## src/rtl/score_display.sv

```systemverilog
`timescale 1ns/1ps
// score_display: serial double-dabble conversion of an 8-bit score to three BCD digits,
// tracking the highest score converted since reset or the last record clear.
module score_display (
    input  logic       CLOCK,
    input  logic       RESET,
    input  logic       LOAD,
    input  logic [7:0] POINTS,
    input  logic       CLEAR_REC,
    output logic       BUSY,
    output logic       DONE,
    output logic [3:0] BCD_HUN,
    output logic [3:0] BCD_TEN,
    output logic [3:0] BCD_UNI,
    output logic [7:0] RECORD,
    output logic       NEW_RECORD
);
    localparam logic [0:0] IDLE  = 1'b0;
    localparam logic [0:0] SHIFT = 1'b1;

    logic [0:0]  r_state;
    logic [2:0]  r_cnt;
    logic [7:0]  r_shift;
    logic [7:0]  r_cap;
    logic [11:0] r_acc;
    logic [3:0]  r_hun;
    logic [3:0]  r_ten;
    logic [3:0]  r_uni;
    logic        r_done;
    logic [7:0]  r_record;
    logic        r_new;

    logic [10:0] w_adj;
    logic [11:0] w_next;
    logic        w_start;
    logic        w_last;

    // The hundreds digit never exceeds 2, so its adjusted value fits in 3 bits.
    always_comb begin
        w_adj[10:8] = r_acc[10:8] + (r_acc[11:8] >= 4'd5 ? 3'd3 : 3'd0);
        w_adj[7:4]  = r_acc[7:4]  + (r_acc[7:4]  >= 4'd5 ? 4'd3 : 4'd0);
        w_adj[3:0]  = r_acc[3:0]  + (r_acc[3:0]  >= 4'd5 ? 4'd3 : 4'd0);
        w_next      = {w_adj, r_shift[7]};
        w_start     = (r_state == IDLE) && LOAD;
        w_last      = (r_state == SHIFT) && (r_cnt == 3'd7);
    end

    always_ff @(posedge CLOCK or negedge RESET) begin
        if (!RESET) begin
            r_state <= IDLE;
            r_cnt   <= 3'd0;
            r_shift <= 8'd0;
            r_cap   <= 8'd0;
            r_acc   <= 12'd0;
            r_hun   <= 4'd0;
            r_ten   <= 4'd0;
            r_uni   <= 4'd0;
            r_done  <= 1'b0;
        end else begin
            r_done <= w_last;
            if (w_start) begin
                r_state <= SHIFT;
                r_shift <= POINTS;
                r_cap   <= POINTS;
                r_acc   <= 12'd0;
                r_cnt   <= 3'd0;
            end else if (r_state == SHIFT) begin
                r_acc   <= w_next;
                r_shift <= {r_shift[6:0], 1'b0};
                r_cnt   <= r_cnt + 3'd1;
                if (w_last) begin
                    r_state <= IDLE;
                    r_hun   <= w_next[11:8];
                    r_ten   <= w_next[7:4];
                    r_uni   <= w_next[3:0];
                end
            end
        end
    end

    // A clear wins over a simultaneous record update.
    always_ff @(posedge CLOCK or negedge RESET) begin
        if (!RESET) begin
            r_record <= 8'd0;
            r_new    <= 1'b0;
        end else if (CLEAR_REC) begin
            r_record <= 8'd0;
            r_new    <= 1'b0;
        end else if (w_last && (r_cap > r_record)) begin
            r_record <= r_cap;
            r_new    <= 1'b1;
        end else if (w_start) begin
            r_new    <= 1'b0;
        end
    end

    assign BUSY       = (r_state == SHIFT);
    assign DONE       = r_done;
    assign BCD_HUN    = r_hun;
    assign BCD_TEN    = r_ten;
    assign BCD_UNI    = r_uni;
    assign RECORD     = r_record;
    assign NEW_RECORD = r_new;
endmodule

```

## config.mk

```make
export PLATFORM = sky130hd
export DESIGN_NAME = score_display
export DESIGN_NICKNAME = d
export VERILOG_FILES = /design/src/rtl/score_display.sv
export SDC_FILE = /design/constraint.sdc
export NUM_CORES = 1
export LEC_CHECK = 0
export CORE_MARGIN = 3
export CORE_UTILIZATION = 55
export CTS_CLUSTER_DIAMETER = 50
export DETAILED_ROUTE_END_ITERATION = 16
export PLACE_DENSITY_LB_ADDON = 0.15
export SYNTH_ARGS = -nofsm -noshare
export SYNTH_HDL_FRONTEND = slang
export SYNTH_SLANG_ARGS = --single-unit
```

## constraint.sdc

```tcl
create_clock -name CLOCK -period 1.9 [get_ports CLOCK]
set_clock_uncertainty 0.1 [all_clocks]
set_input_delay 0.475 -clock CLOCK [delete_from_list [all_inputs] [get_ports CLOCK]]
set_output_delay 0.475 -clock CLOCK [all_outputs]
set_load 0.01 [all_outputs]
```

* Word level (Yosys, flattened, before mapping)
Index checks and enable logic that the tools add are counted.
** Cells by class
- Multipliers :: 0
- Divide/modulo/power cells :: 0
- Magnitude comparators :: 4
- Bitwise gates (word level) :: 2
- Reduce and logical (&&, ||, !) cells :: 7
- Equal/unequal tests :: 1
- Add/sub/neg operators :: 4
- Shift-type cells :: 0
- Muxes and demuxes :: 17
** Operator list (number)
- two-way mux 8 bit :: 4
- two-way mux 12 bit :: 2
- greater-or-equal comparator 4 x 3 -> 1 bit, second input constant :: 3
- adder 4 x 2 -> 4 bit :: 2
- greater-than comparator 8 bit :: 1
- two-way mux 1 bit :: 6
- two-way mux 2 bit :: 3
- two-way mux 3 bit :: 2
- nonzero test 2 bit :: 2
- adder 3 x 1 -> 3 bit, second input constant :: 1
- adder 3 x 2 -> 3 bit :: 1
- == test 3 bit, second input constant :: 1
- logical AND 1 bit :: 3
- AND reduction 3 bit :: 1
- nonzero test 3 bit :: 1
- NOT 1 bit :: 2
** Storage, ports and cells
- Latch bits :: 0
- Bits in read-only memories :: 0
- RAM bits :: 0
- Flip-flop bits (word level) :: 54
- Memories kept :: 0
- Output and inout bits :: 23

* Depth between registers and ports, before layout
- Depth in word-level cells :: 5
- Depth in mapped cells :: 9
- Gate-level depth less buffers :: 8

* Worst setup path before layout
No wires, ideal clock.
- Path type :: flip-flop to flip-flop
- Start :: register r_record[7] (netlist: RECORD[7])
- End :: register r_record[5] (netlist: RECORD[5])
- Cell stages (with the launch flop) :: 8
- Period minus slack after synthesis :: 1.828 ns
- Setup slack :: 0.072 ns
- Setup time :: 0.110 ns
- Path buffers :: 1
- Data arrival time :: 1.618 ns
- Cells stage by stage :: dfrtp_1 > inv_1 > ha_1 > nand4_1 > o21ai_0 > a21oi_2 > buf_4 > o41ai_1
** Between the ends
- Cells in the longest elaborated chain, start to end :: 3
** Ends and longest elaborated chain
- from (decl) :: line 30 : logic [7:0] r_record;
- from (signal assigned) :: line 90 : r_record <= r_cap;
- greater-than comparator 8 bit :: line 89 : end else if (w_last && (r_cap > r_record)) begin
- logical AND 1 bit :: line 89
- nonzero test 2 bit (no line)
Every way passes these cells.
A chain may end at the register's enable or synchronous reset.

* Worst setup path after layout
- Start :: register r_record[1] (netlist: RECORD[1])
- End :: register r_record[2] (netlist: RECORD[2])
The elaborated chain is that of the path after synthesis.

==> flow_summary.ini <==
[clocking]
cts_tree = yes
clock_latency_ns = 0.31
cts_sinks = 54
cts.path.max_buffers = 2
root_buffer = clkbuf_8
numCtsBuffers = 5
cts_max_level = 2
clk_pin_slew_ns = 0.10

[route]
drtIter0Drc = 141
wire_per_inst_um = 15.9
viasPerCell = 5.58
drc = 0
route.antenna.remaining_nets = 0
vias = 1931
drt_first_pass_iters = 4
routed_wl_mm = 5.51

[global_route]
grt-ovfl-total = 0
track_usage_pct = 20.4
grt_pass1_wl_mm = 8.80
grt_start_max_net_pins = 43
antenna_found_initial = 0
grt_pass1_vias = 1854

[yosys]
yosys_warnings = 0
netlist_instances = 243
synth-simple-area-share_pct = 11.6
syn_area_mm2 = 0.00264
synthMuxAreaShare_pct = 8.52
synth.avg_cell_area_um2 = 10.9
synth_top_family_by_area = compound AO/OA/AOI/OAI gates
seq_area_frac_synth_pct = 51.1
ys.flop_type = dfrtp_1
synthAdderAreaFrac_pct = 9.37
synth_edf_count = 0
synth.distinct_cells = 31
synth_compound_area_share_pct = 13.2
syn_nets = 273
synth_seq_cells = 54
async_flop_share_pct = 100
synthXorXnorAreaFrac_pct = 1.66

[timing]
fmax_mhz = 521
tns_ns = -0.0192
finalHoldViolCount = 0
post-route-min-period_ns = 1.92
fin_crit_sh_pct = 101
rsz0062_at_grt = yes
finalSetupViolations = 1
slew_violations = 0
setup_ws_ns = -0.0192
relSlewSlack_pct = 74.1
tightest_slew_ns = 0.388

[cells_and_area]
final_util_pct = 76.2
nets = 323
num_antenna_cells = 0
nFillCells = 307
area_growth_pct = 29.8
drive_gt1_share_pct = 21.8

[run_status]
status = finished with violations
violations = negative setup slack

[critical_path]
crit_type = flip-flop to flip-flop
cp_data_required_time_ns = 2.01
end_kind = flip-flop
reg2reg_slack_ns = -0.02
start_kind = flip-flop
arrival_ns = 2.02
path_max_fanout = 7
r2r_cells = 8
rr_startpoint = RECORD[1]$_DFFE_PN0P_
r2r-end = RECORD[2]$_DFFE_PN0P_

[pwr]
pwr-share-seq_pct = 37.5
power.density_mw_per_mm2 = 1520
power.switching_w = 0.00199
peakVddDrop_v = 0.000878
p_sw_share_pct = 38.0
p_leak_nw = 1.53
p_int_w = 0.00324
p_comb_share_pct = 49.5
clkPwrFrac_pct = 13.0

[place]
hpwl_mm = 3.51
gp_congestion = 0.843
portBuffers = 34

[hold_path]
hp-start = BCD_HUN[3]$_DFFE_PN0P_
hp-class = flip-flop to flip-flop
whs_path_depth = 2
hold_path_end = BCD_HUN[3]$_DFFE_PN0P_

[die]
fp-row-count = 24
die_area_mm2 = 0.00567
pin_count = 35
coreArea_mm2 = 0.00450
die_height_um = 75.3
die_w_um = 75.3
start_util_pct = 58.7

[flow_run]
cap_violations = 0
==> cells in the final DEF, fill, tap and decap left out, types with 3 or more instances in the layout <==
| cell type | instances |
|---|---|
| a21oi_1 | 4 |
| o41ai_2 | 6 |
| o31ai_1 | 3 |
| inv_1 | 17 |
| nand2b_1 | 8 |
| mux2i_1 | 9 |
| ha_1 | 10 |
| mux2_2 | 12 |
| clkbuf_8 | 6 |
| o21ai_0 | 26 |
| nand3b_1 | 6 |
| buf_4 | 13 |
| dfrtp_1 | 53 |
| ha_4 | 4 |
| nor2b_1 | 10 |
| o21ai_1 | 7 |
| nand2_1 | 29 |
| xnor2_1 | 3 |
| clkdlybuf4s50_1 | 33 |
==> timing repair <==
| action | 4_1_cts | 5_1_grt |
|---|---|---|
| buffers inserted | 3 | 5 |
| gates resized for setup | 6 | 24 |
| endpoints found under the hold margin | 12 | 0 |
| hold buffers | 1 | 0 |
| endpoints found under the setup margin | 10 | 13 |
| pin swaps | 2 | 7 |
| cloned | 0 | 1 |
==> worst max-delay path: stages (launching register included) <==
cell and delay [ns]:
dfrtp_1 0.40, inv_2 0.09, ha_4 0.20, nor2b_1 0.13, o211ai_1 0.29, a211oi_4 0.12
buf_6 0.16, buf_4 0.13, o41ai_2 0.21
==> sequential cells by signal (all words and copies together) (netlist names) <==
name	flops
r_acc	12
RECORD	8
r_cap	8
r_shift	8
BCD_HUN	4
BCD_TEN	4
BCD_UNI	4
r_cnt	3
BUSY	1
DONE	1
NEW_RECORD	1
==> power by group through the flow <==
stage	registers, W	clock network [W]	logic [W]
2_1_floorplan	0.00196	0	0.00141
3_3_place_gp	0.00194	0	0.00216
3_5_place_dp	0.00196	0	0.00224
4_1_cts	0.00194	0.000693	0.00229
5_1_grt	0.00202	0.000742	0.00293
6_report	0.00196	0.000678	0.00258
==> routing by layer <==
layer  GRT usage, %  part of all wire [%]  routed length (um)  vias up
met3           3.69                   3.6                 199       11
li1               -                     -                   -      934
met2           28.7                    45                2490       45
met4           8.35                   2.0                 108        0
met5              0                     0                   0        -
met1           31.2                    49                2720      941
==> stage by stage <==
step	area [um2]	total power, W	hold WS, ns	cells	worst slack (ns)
6_report	3430	0.00522	0.384	346	-0.0192
5_1_grt	3430	0.00569	0.413	346	-0.0795
4_1_cts	3240	0.00492	0.385	340	0.00119
3_5_place_dp	3090	0.00420	0.298	328	-0.119
3_3_place_gp	3090	0.00410	0.286	328	-0.0288
2_1_floorplan	2640	0.00337	0.0794	243	0.0722
==> area by class of cell <==
| cell class | instances | area, um2 | share of cell area (%) |
|---|---|---|---|
| inverter | 19 | 72.6 | 2.11 |
| timing repair buffer | 52 | 505 | 14.7 |
| tap | 52 | 65.1 | 1.90 |
| multi-input combinational | 161 | 1340 | 39.1 |
| clock buffer | 6 | 82.6 | 2.41 |
| sequential | 54 | 1350 | 39.4 |
| clock inverter | 2 | 12.5 | 0.365 |
==> worst max path at each step <==
stage	slack [ns]	cells after the start	from	endpoint
detailed placement	-0.12	7	RECORD[1]$_DFFE_PN0P_	RECORD[0]$_DFFE_PN0P_
global route	-0.08	8	RECORD[1]$_DFFE_PN0P_	RECORD[2]$_DFFE_PN0P_
floorplan	0.07	7	RECORD[7]$_DFFE_PN0P_	RECORD[5]$_DFFE_PN0P_
CTS	0.001	8	RECORD[1]$_DFFE_PN0P_	RECORD[2]$_DFFE_PN0P_
global placement	-0.03	7	RECORD[1]$_DFFE_PN0P_	RECORD[0]$_DFFE_PN0P_
finish	-0.02	8	RECORD[1]$_DFFE_PN0P_	RECORD[2]$_DFFE_PN0P_
==> Yosys cell counts (3+ instances only) <==
| cell | number | area, um2 |
|---|---|---|
| nor2_1 | 3 | 11.3 |
| xnor2_1 | 4 | 35.0 |
| nor2b_1 | 10 | 62.6 |
| nand2_1 | 29 | 109 |
| o21ai_1 | 4 | 20.0 |
| fa_1 | 3 | 60.1 |
| o41ai_1 | 7 | 61.3 |
| o31ai_1 | 3 | 22.5 |
| inv_1 | 18 | 67.6 |
| a21oi_1 | 4 | 20.0 |
| o21ai_0 | 31 | 155 |
| clkbuf_1 | 7 | 26.3 |
| mux2_2 | 12 | 135 |
| nand3b_1 | 6 | 45.0 |
| nand2b_1 | 8 | 50.1 |
| mux2i_1 | 9 | 90.1 |
| dfrtp_1 | 54 | 1350 |
| ha_1 | 15 | 188 |
==> logic make-up (layout without fill, tap and decap cells) <==
family,after synthesis,after routing
buffers and inverters,29,79
adder cells (fa/ha/maj),18,18
AO/OA/AOI/OAI,56,57
XOR/XNOR,5,5
AND/OR/NAND/NOR,60,60
multiplexers,21,21
flip-flops,54,54
No activity file was read; power rests on OpenSTA's default activity.
